**config.mk**
```make
export PLATFORM = sky130hd
export DESIGN_NAME = si5340_reg_access
export DESIGN_NICKNAME = d
export VERILOG_FILES = /design/src/rtl/si5340_pkg.sv /design/src/rtl/si5340_reg_access.sv
export SDC_FILE = /design/constraint.sdc
export NUM_CORES = 1
export LEC_CHECK = 0
export CORE_MARGIN = 1
export CORE_UTILIZATION = 30
export DETAILED_ROUTE_END_ITERATION = 16
export GPL_TIMING_DRIVEN = 1
export RECOVER_POWER = 100
export SKIP_LAST_GASP = 1
export SLEW_MARGIN = 25
export SYNTH_ARGS = -nofsm -noshare
export SYNTH_HDL_FRONTEND = slang
export SYNTH_SLANG_ARGS = --single-unit
```
**constraint.sdc**
```tcl
create_clock -name clk_i -period 2.8 [get_ports clk_i]
set_input_delay 0.42 -clock clk_i [delete_from_list [all_inputs] [get_ports clk_i]]
set_output_delay 0.42 -clock clk_i [all_outputs]
set_load 0.02 [all_outputs]
```
**src/rtl/si5340_pkg.sv**
```systemverilog
// Shared types and constants for the Si5340 register-access sequencer.
package si5340_pkg;

  typedef enum logic [3:0] {
    IDLE   = 4'd0,
    PG_DEV = 4'd1,
    PG_REG = 4'd2,
    PG_VAL = 4'd3,
    W_DEV  = 4'd4,
    W_REG  = 4'd5,
    W_DATA = 4'd6,
    R_DEV  = 4'd7,
    R_DATA = 4'd8,
    ABORT  = 4'd9,
    RESP   = 4'd10
  } state_e;

  localparam logic [6:0] DEF_DEV_ADDR = 7'h74;
  localparam logic [7:0] PAGE_REG     = 8'h01;

  typedef struct packed {
    logic        we;
    logic [15:0] addr;
    logic [7:0]  wdata;
  } req_t;

endpackage

```
**src/rtl/si5340_reg_access.sv**
```systemverilog
// Turns single Si5340 register read/write requests into I2C byte-controller
// commands, writing the page register only when the target page changes.
//
// state  | meaning
// IDLE   | ready for a request
// PG_DEV | start + device address (write) for page select
// PG_REG | page register offset
// PG_VAL | page value + stop, updates page cache
// W_DEV  | start + device address (write)
// W_REG  | register offset
// W_DATA | write data + stop
// R_DEV  | repeated start + device address (read)
// R_DATA | read byte with master NACK + stop
// ABORT  | stop after slave NACK
// RESP   | one-cycle response pulse
module si5340_reg_access
  import si5340_pkg::state_e, si5340_pkg::req_t,
         si5340_pkg::IDLE, si5340_pkg::PG_DEV, si5340_pkg::PG_REG,
         si5340_pkg::PG_VAL, si5340_pkg::W_DEV, si5340_pkg::W_REG,
         si5340_pkg::W_DATA, si5340_pkg::R_DEV, si5340_pkg::R_DATA,
         si5340_pkg::ABORT, si5340_pkg::RESP;
#(
  parameter logic [6:0] DEV_ADDR   = si5340_pkg::DEF_DEV_ADDR,
  parameter logic [7:0] PAGE_REG   = si5340_pkg::PAGE_REG,
  parameter int         DATA_WIDTH = 8
) (
  input  logic                  clk_i,
  input  logic                  arstn_i,
  input  logic                  req_valid_i,
  output logic                  req_ready_o,
  input  logic                  req_we_i,
  input  logic [15:0]           req_addr_i,
  input  logic [DATA_WIDTH-1:0] req_wdata_i,
  output logic                  rsp_valid_o,
  output logic [DATA_WIDTH-1:0] rsp_rdata_o,
  output logic                  rsp_err_o,
  output logic                  busy_o,
  output logic                  start_o,
  output logic                  stop_o,
  output logic                  read_o,
  output logic                  write_o,
  output logic                  ack_in_o,
  output logic [DATA_WIDTH-1:0] din_o,
  input  logic [DATA_WIDTH-1:0] dout_i,
  input  logic                  cmd_ack_i,
  input  logic                  rx_ack_i
);

  state_e                  state_q, state_d;
  req_t                    req_q;
  logic [7:0]              page_q;
  logic                    page_vld_q;
  logic [DATA_WIDTH-1:0]   rdata_q;
  logic                    err_q;
  logic                    wr_state;
  logic                    nack;
  logic                    page_hit;

  assign wr_state = state_q inside {PG_DEV, PG_REG, PG_VAL, W_DEV, W_REG, W_DATA, R_DEV};
  assign nack     = cmd_ack_i & rx_ack_i & wr_state;
  assign page_hit = page_vld_q && (req_addr_i[15:8] == page_q);

  always_ff @(posedge clk_i or negedge arstn_i) begin
    if (!arstn_i) begin
      state_q    <= IDLE;
      req_q      <= '0;
      page_q     <= '0;
      page_vld_q <= 1'b0;
      rdata_q    <= '0;
      err_q      <= 1'b0;
    end else begin
      state_q <= state_d;
      if (state_q == IDLE && req_valid_i) begin
        req_q <= '{we: req_we_i, addr: req_addr_i, wdata: req_wdata_i};
        err_q <= 1'b0;
      end
      if (nack) begin
        page_vld_q <= 1'b0;
        err_q      <= 1'b1;
      end else if (cmd_ack_i && state_q == PG_VAL) begin
        page_q     <= req_q.addr[15:8];
        page_vld_q <= 1'b1;
      end
      if (cmd_ack_i && state_q == R_DATA) rdata_q <= dout_i;
    end
  end

  always_comb begin
    state_d = state_q;
    case (state_q)
      IDLE:    if (req_valid_i) state_d = page_hit ? W_DEV : PG_DEV;
      PG_DEV:  if (cmd_ack_i) state_d = PG_REG;
      PG_REG:  if (cmd_ack_i) state_d = PG_VAL;
      PG_VAL:  if (cmd_ack_i) state_d = W_DEV;
      W_DEV:   if (cmd_ack_i) state_d = W_REG;
      W_REG:   if (cmd_ack_i) state_d = req_q.we ? W_DATA : R_DEV;
      W_DATA:  if (cmd_ack_i) state_d = RESP;
      R_DEV:   if (cmd_ack_i) state_d = R_DATA;
      R_DATA:  if (cmd_ack_i) state_d = RESP;
      ABORT:   if (cmd_ack_i) state_d = RESP;
      RESP:    state_d = IDLE;
      default: state_d = IDLE;
    endcase
    // a slave NACK on any written byte overrides the normal successor
    if (nack) state_d = ABORT;
  end

  always_comb begin
    start_o  = 1'b0;
    stop_o   = 1'b0;
    read_o   = 1'b0;
    write_o  = 1'b0;
    ack_in_o = 1'b0;
    din_o    = '0;
    case (state_q)
      PG_DEV: begin start_o = 1'b1; write_o = 1'b1; din_o = {DEV_ADDR, 1'b0}; end
      PG_REG: begin write_o = 1'b1; din_o = PAGE_REG; end
      PG_VAL: begin write_o = 1'b1; stop_o = 1'b1; din_o = req_q.addr[15:8]; end
      W_DEV:  begin start_o = 1'b1; write_o = 1'b1; din_o = {DEV_ADDR, 1'b0}; end
      W_REG:  begin write_o = 1'b1; din_o = req_q.addr[7:0]; end
      W_DATA: begin write_o = 1'b1; stop_o = 1'b1; din_o = req_q.wdata; end
      R_DEV:  begin start_o = 1'b1; write_o = 1'b1; din_o = {DEV_ADDR, 1'b1}; end
      R_DATA: begin read_o = 1'b1; stop_o = 1'b1; ack_in_o = 1'b1; end
      ABORT:  stop_o = 1'b1;
      default: ;
    endcase
  end

  assign req_ready_o = (state_q == IDLE);
  assign busy_o      = (state_q != IDLE);
  assign rsp_valid_o = (state_q == RESP);
  assign rsp_err_o   = (state_q == RESP) & err_q;
  assign rsp_rdata_o = rdata_q;

endmodule

```
==> results of run 1 <==
-- critical path: stages, from the launching register on --
cell,delay [ps]
dfrtp_2,490
nand2b_1,140
nor3b_1,60
buf_4,180
a222oi_1,330
nand2_1,100
dlygate4sd3_1,650
-- worst paths after layout --
check | from | to | slack (ps) | cells past startpoint
min in group clk_i | err_q | err_q | 480 | 1
hold / removal | arstn_i | req_q[9] | 390 | 1
setup / recovery | state_q[1] | din_o[3] | 120 | 6
setup reg to reg | state_q[0] | req_q[3] | 200 | 7
hold reg to reg | err_q | err_q | 480 | 1
max in group asynchronous | arstn_i | state_q[1] | 1130 | 2
-- metrics by stage --
| step | setup WS, ps | utilization |
|---|---|---|
| finish | 123 | 0.422 |
| global route | 27.5 | 0.422 |
| CTS | 16.7 | 0.429 |
| detailed placement | 363 | 0.419 |
| global placement | 401 | 0.419 |
| floorplan | 632 | - |
-- kinds of logic (layout without fill, tap and decap cells) --
logic type | after synthesis | in the layout | synth area share
flops | 47 | 47 | 0.506
xor+xnor | 9 | 9 | 0.0339
mux | 41 | 41 | 0.229
buf+inv | 18 | 90 | 0.0414
simple gates | 42 | 42 | 0.0990
compound gates | 27 | 27 | 0.0909
-- layout by cell type (no fill, tap or decap), drive strengths merged, types with 4 or more instances in the layout --
cell type,count
xnor2,8
buf,11
a222oi,7
nand2,12
clkbuf,9
inv,8
clkdlybuf4s50,38
mux2,41
dlygate4sd3,23
o21ai,5
nor3,5
nor2,6
dfrtp,47
nand2b,4
-- power by group --
part           leakage (nW)  internal, W  switching [W]
clock network        0.0361     0.000166       0.000216
logic                 0.736     0.000904       0.000854
registers             0.566      0.00102       0.000237
-- final cells by class --
cell class | count | area (um^2) | area share
clock buffers | 5 | 68.8 | 0.0221
repair buffers | 76 | 724 | 0.233
inverters | 8 | 30.0 | 0.00965
well taps | 99 | 124 | 0.0398
flip-flops and latches | 47 | 1180 | 0.379
multi-input cells | 119 | 978 | 0.314
clock inverters | 1 | 7.51 | 0.00241
-- state kept, by name, summed over array words and instances, names as in the netlist --
register     flops
req_q           25
page_q           8
rsp_rdata_o      8
state_q          4
err_q            1
page_vld_q       1
-- layer usage --
metal,routed length [um],part of all wire,track usage,up-vias
met5,0,0,0,-
met4,40,0.0074,0.0538,0
met3,266,0.049,0.0313,2
met2,2490,0.46,0.198,54
li1,-,-,-,807
met1,2630,0.48,0.209,859
-- what timing repair did --
action	4_1_cts	5_1_grt
setup buffers	0	3
endpoints found under the hold margin	0	0
hold buffers	0	0
resized for setup	0	2
endpoints found under the setup margin	0	7
==> impl_metrics.env, run 1 <==
export IMPL_place_gp_congestion=0.807
export IMPL_max_cap_violations=0
export IMPL_grt_pass1_wl_mm=8.95
export IMPL_fp_dieH_um=90.1
export IMPL_synth_cell_type_count=39
export IMPL_drt_wl_total_mm=5.43
export IMPL_drc_errors=0
export IMPL_fin_cells=355
export IMPL_ys_ff_latch=47
export IMPL_layout_worst_path_cycle_share=0.956
export IMPL_synth_commonest_cells="dfrtp_1 (47), mux2_2 (22), mux2_4 (19)"
export IMPL_avgRoutedWirePerCell_um=15.3
export IMPL_cts_tree="built"
export IMPL_p_per_area_nw_per_um2=1090
export IMPL_ctsHtreeMaxLevel=2
export IMPL_die_w_um=90.1
export IMPL_first_iter_violations=140
export IMPL_total_power_w=0.00340
export IMPL_rsz0062_at_grt="no"
export IMPL_syn_inst=184
export IMPL_post_route_min_period_ps=2680
export IMPL_numCtsBuffers=5
export IMPL_yosys_area_top_type="dfrtp_1"
export IMPL_ys_top_cells_by_area="dfrtp_1 (51%), mux2_4 (12%), mux2_2 (11%)"
export IMPL_synth_top_area_share=0.506
export IMPL_placed_cell_area_um2=3090
export IMPL_max_freq_ghz=0.374
export IMPL_start_util=0.316
export IMPL_final_area_um2=3110
export IMPL_dr_total_vias=1722
export IMPL_clockBufferDepth=2
export IMPL_drive_above_1_share=0.195
export IMPL_yosysWarnings=0
export IMPL_num_rows=31
export IMPL_synth_edf_count=0
export IMPL_skew_ps=2.11
export IMPL_whs_ps=389
export IMPL_crit_type="reg2out"
export IMPL_cts_root_buffer="clkbuf_8"
export IMPL_start_kind="register"
export IMPL_io_pins=63
export IMPL_tns_ps=0
export IMPL_clock_sinks=47
export IMPL_clk_pin_slew_worst_paths_ps=80
export IMPL_grt_overflow=0
export IMPL_ys_seq_area_frac=0.506
export IMPL_worstPathArrival_ps=2260
export IMPL_clkLatencyLatePin_ps=290
export IMPL_final_hold_viol_count=0
export IMPL_avgSynthCellArea_um2=12.6
export IMPL_yosys_cell_count_top_type="dfrtp_1"
export IMPL_num_fill_cells=739
export IMPL_end_kind="output pin"
export IMPL_hp_class="in2async"
export IMPL_antenna_found_initial=0
export IMPL_grt_total_usage=0.141
export IMPL_dp_hpwl_mm=3.93
export IMPL_synth_area_um2=2330
export IMPL_cp_max_fo=12
export IMPL_grt_max_degree=25
export IMPL_status="complete, no violations"
export IMPL_async_flop_share=1.00
export IMPL_syn_to_final_growth_pct=33.8
export IMPL_vdd_drop_max_mv=0.475
export IMPL_grt_pass1_vias=1698
export IMPL_n_antenna_cell=0
export IMPL_coreArea_um2=7370
export IMPL_worst_pin_slew_ps=1290
export IMPL_setup_viol=0
export IMPL_syn_nets=222
export IMPL_leakagePower_nw=1.34
export IMPL_die_area_um2=8110
export IMPL_postRouteAntennaNets=0
export IMPL_synth_main_ff_cell="dfrtp_1"
export IMPL_max_slew_margin=0.143
export IMPL_nets=295
export IMPL_viasPerCell=4.85
export IMPL_slew_violations=0
export IMPL_firstDrtPassIters=5
export IMPL_place_inst=346
export IMPL_cp_required_ps=2380
export IMPL_portBuffers=62
Power figures use the tool's default switching activity.
==> run 2: changes to the inputs <==
- CORE_UTILIZATION: 30 -> 40
- PLACE_DENSITY: default -> 0.68
==> impl_metrics.env, run 2 (synthesis results as in run 1) <==
export IMPL_status="complete, no violations"
export IMPL_layout_common_cells="dfrtp_1 (47), clkdlybuf4s50_1 (39), mux2_2 (22), dlygate4sd3_1 (22), mux2_1 (18)"
export IMPL_drc_errors=0
export IMPL_num_rows=27
export IMPL_grt_pass1_wl_mm=8.32
export IMPL_grt_total_usage=0.179
export IMPL_crit_family="buffers and inverters"
export IMPL_avgRoutedWirePerCell_um=15.1
export IMPL_die_w_um=78.3
export IMPL_fp_dieH_um=78.3
export IMPL_reg2reg_from="state_q[1]"
export IMPL_nets=291
export IMPL_place_gp_congestion=0.839
export IMPL_grt_overflow=0
export IMPL_final_area_um2=3050
export IMPL_cts_root_buffer="clkbuf_8"
export IMPL_regMostFlops="req_q"
export IMPL_start_kind="register"
export IMPL_setup_viol=0
export IMPL_slowest_stage="dlygate4sd3_1"
export IMPL_final_hold_viol_count=0
export IMPL_vdd_drop_max_mv=0.438
export IMPL_dp_hpwl_mm=3.64
export IMPL_start_util=0.420
export IMPL_grt_max_degree=48
export IMPL_coreArea_um2=5540
export IMPL_io_pins=63
export IMPL_portBuffers=62
export IMPL_place_inst=318
export IMPL_die_area_um2=6120
export IMPL_final_common_cell="dfrtp_1"
export IMPL_worstPathArrival_ps=2240
export IMPL_firstDrtPassIters=4
export IMPL_grt_pass1_vias=1685
export IMPL_hp_class="in2async"
export IMPL_cp_max_fo=14
export IMPL_p_per_area_nw_per_um2=1110
export IMPL_worst_pin_slew_ps=1120
export IMPL_clkLatencyLatePin_ps=300
export IMPL_clockBufferDepth=2
export IMPL_layout_worst_path_cycle_share=0.951
export IMPL_dr_total_vias=1689
export IMPL_drt_wl_total_mm=4.90
export IMPL_tns_ps=0
export IMPL_postRouteAntennaNets=0
export IMPL_fin_util=0.551
export IMPL_max_cap_violations=0
export IMPL_fin_cells=325
export IMPL_slew_violations=0
export IMPL_end_kind="output pin"
export IMPL_clock_sinks=47
export IMPL_n_antenna_cell=0
export IMPL_largest_reg_flops=25
export IMPL_crit_buf_inv=4
export IMPL_max_freq_ghz=0.376
export IMPL_total_power_w=0.00340
export IMPL_viasPerCell=5.20
export IMPL_ctsHtreeMaxLevel=2
export IMPL_post_route_min_period_ps=2660
export IMPL_leakagePower_nw=1.33
export IMPL_cp_required_ps=2380
export IMPL_numCtsBuffers=5
export IMPL_crit_type="reg2out"
export IMPL_max_stage_delay_ps=650
export IMPL_antenna_found_initial=0
export IMPL_timing_critical_path_from="state_q[2]"
export IMPL_rsz0062_at_grt="no"
export IMPL_crit_top_cell="buf_4"
export IMPL_cp_cell_sequence="buf_4 > nand2b_1 > nor2_1 > buf_4 > a222oi_1 > inv_1 > dlygate4sd3_1"
export IMPL_cts_tree="built"
export IMPL_skew_ps=4.08
export IMPL_clk_pin_slew_worst_paths_ps=80
export IMPL_placed_cell_area_um2=3050
export IMPL_first_iter_violations=100
export IMPL_syn_to_final_growth_pct=31.3
export IMPL_drive_above_1_share=0.170
export IMPL_max_slew_margin=0.250
export IMPL_post_cts_setup_buffer_count=0
-- run 2: cell count changes in the layout (fill, tap and decap cells not counted), sizes merged --
| cell | before | now |
|---|---|---|
| buf | 11 | 7 |
| bufinv | 0 | 1 |
| clkbuf | 9 | 10 |
| clkdlybuf4s50 | 38 | 39 |
| clkinvlp | 1 | 0 |
| dlygate4sd3 | 23 | 22 |
-- run 2: per-layer routing --
layer	routed length (um)	GRT usage	vias to the layer above	part of all wire
li1	-	-	801	-
met2	2370	0.278	36	0.48
met1	2270	0.242	845	0.46
met4	54	0.0593	0	0.011
met5	0	0	-	0
met3	200	0.0477	7	0.041
-- run 2: final cells by class --
cell class | instances | area [um^2]
Clock buffer | 6 | 72.6
Fill cell | 515 | 2490
Timing Repair Buffer | 72 | 682
Tap cell | 72 | 90.1
Sequential cell | 47 | 1180
Multi-Input combinational cell | 119 | 973
Inverter | 8 | 30.0
Clock inverter | 1 | 30.0
-- run 2: final timing paths --
kind,endpoint,slack [ps],cells past startpoint
max,din_o[2],140,7
min,req_q[11],330,1
max reg2reg,req_q[22],220,6
min reg2reg,err_q,470,1
max in group asynchronous,req_q[24],1790,1
min in group clk_i,err_q,470,1
-- run 2: timing repair --
item	CTS	global route
gates resized for setup	1	2
endpoints found under the setup margin	7	7
hold buffers	0	0
-- run 2: stage by stage --
stage          setup WS (ps)  hold WS [ps]
2_1_floorplan            632           124
3_3_place_gp            44.1           459
3_5_place_dp            68.8           462
4_1_cts                 93.5           333
5_1_grt                 8.36           417
6_report                 137           328
-- run 2: where the power goes --
part           switching [W]  internal, W  total [W]  leakage (nW)
logic               0.000855     0.000858    0.00171         0.711
clock network       0.000213     0.000262   0.000475        0.0513
registers           0.000198      0.00102    0.00122         0.568
total                0.00127      0.00214    0.00340          1.33
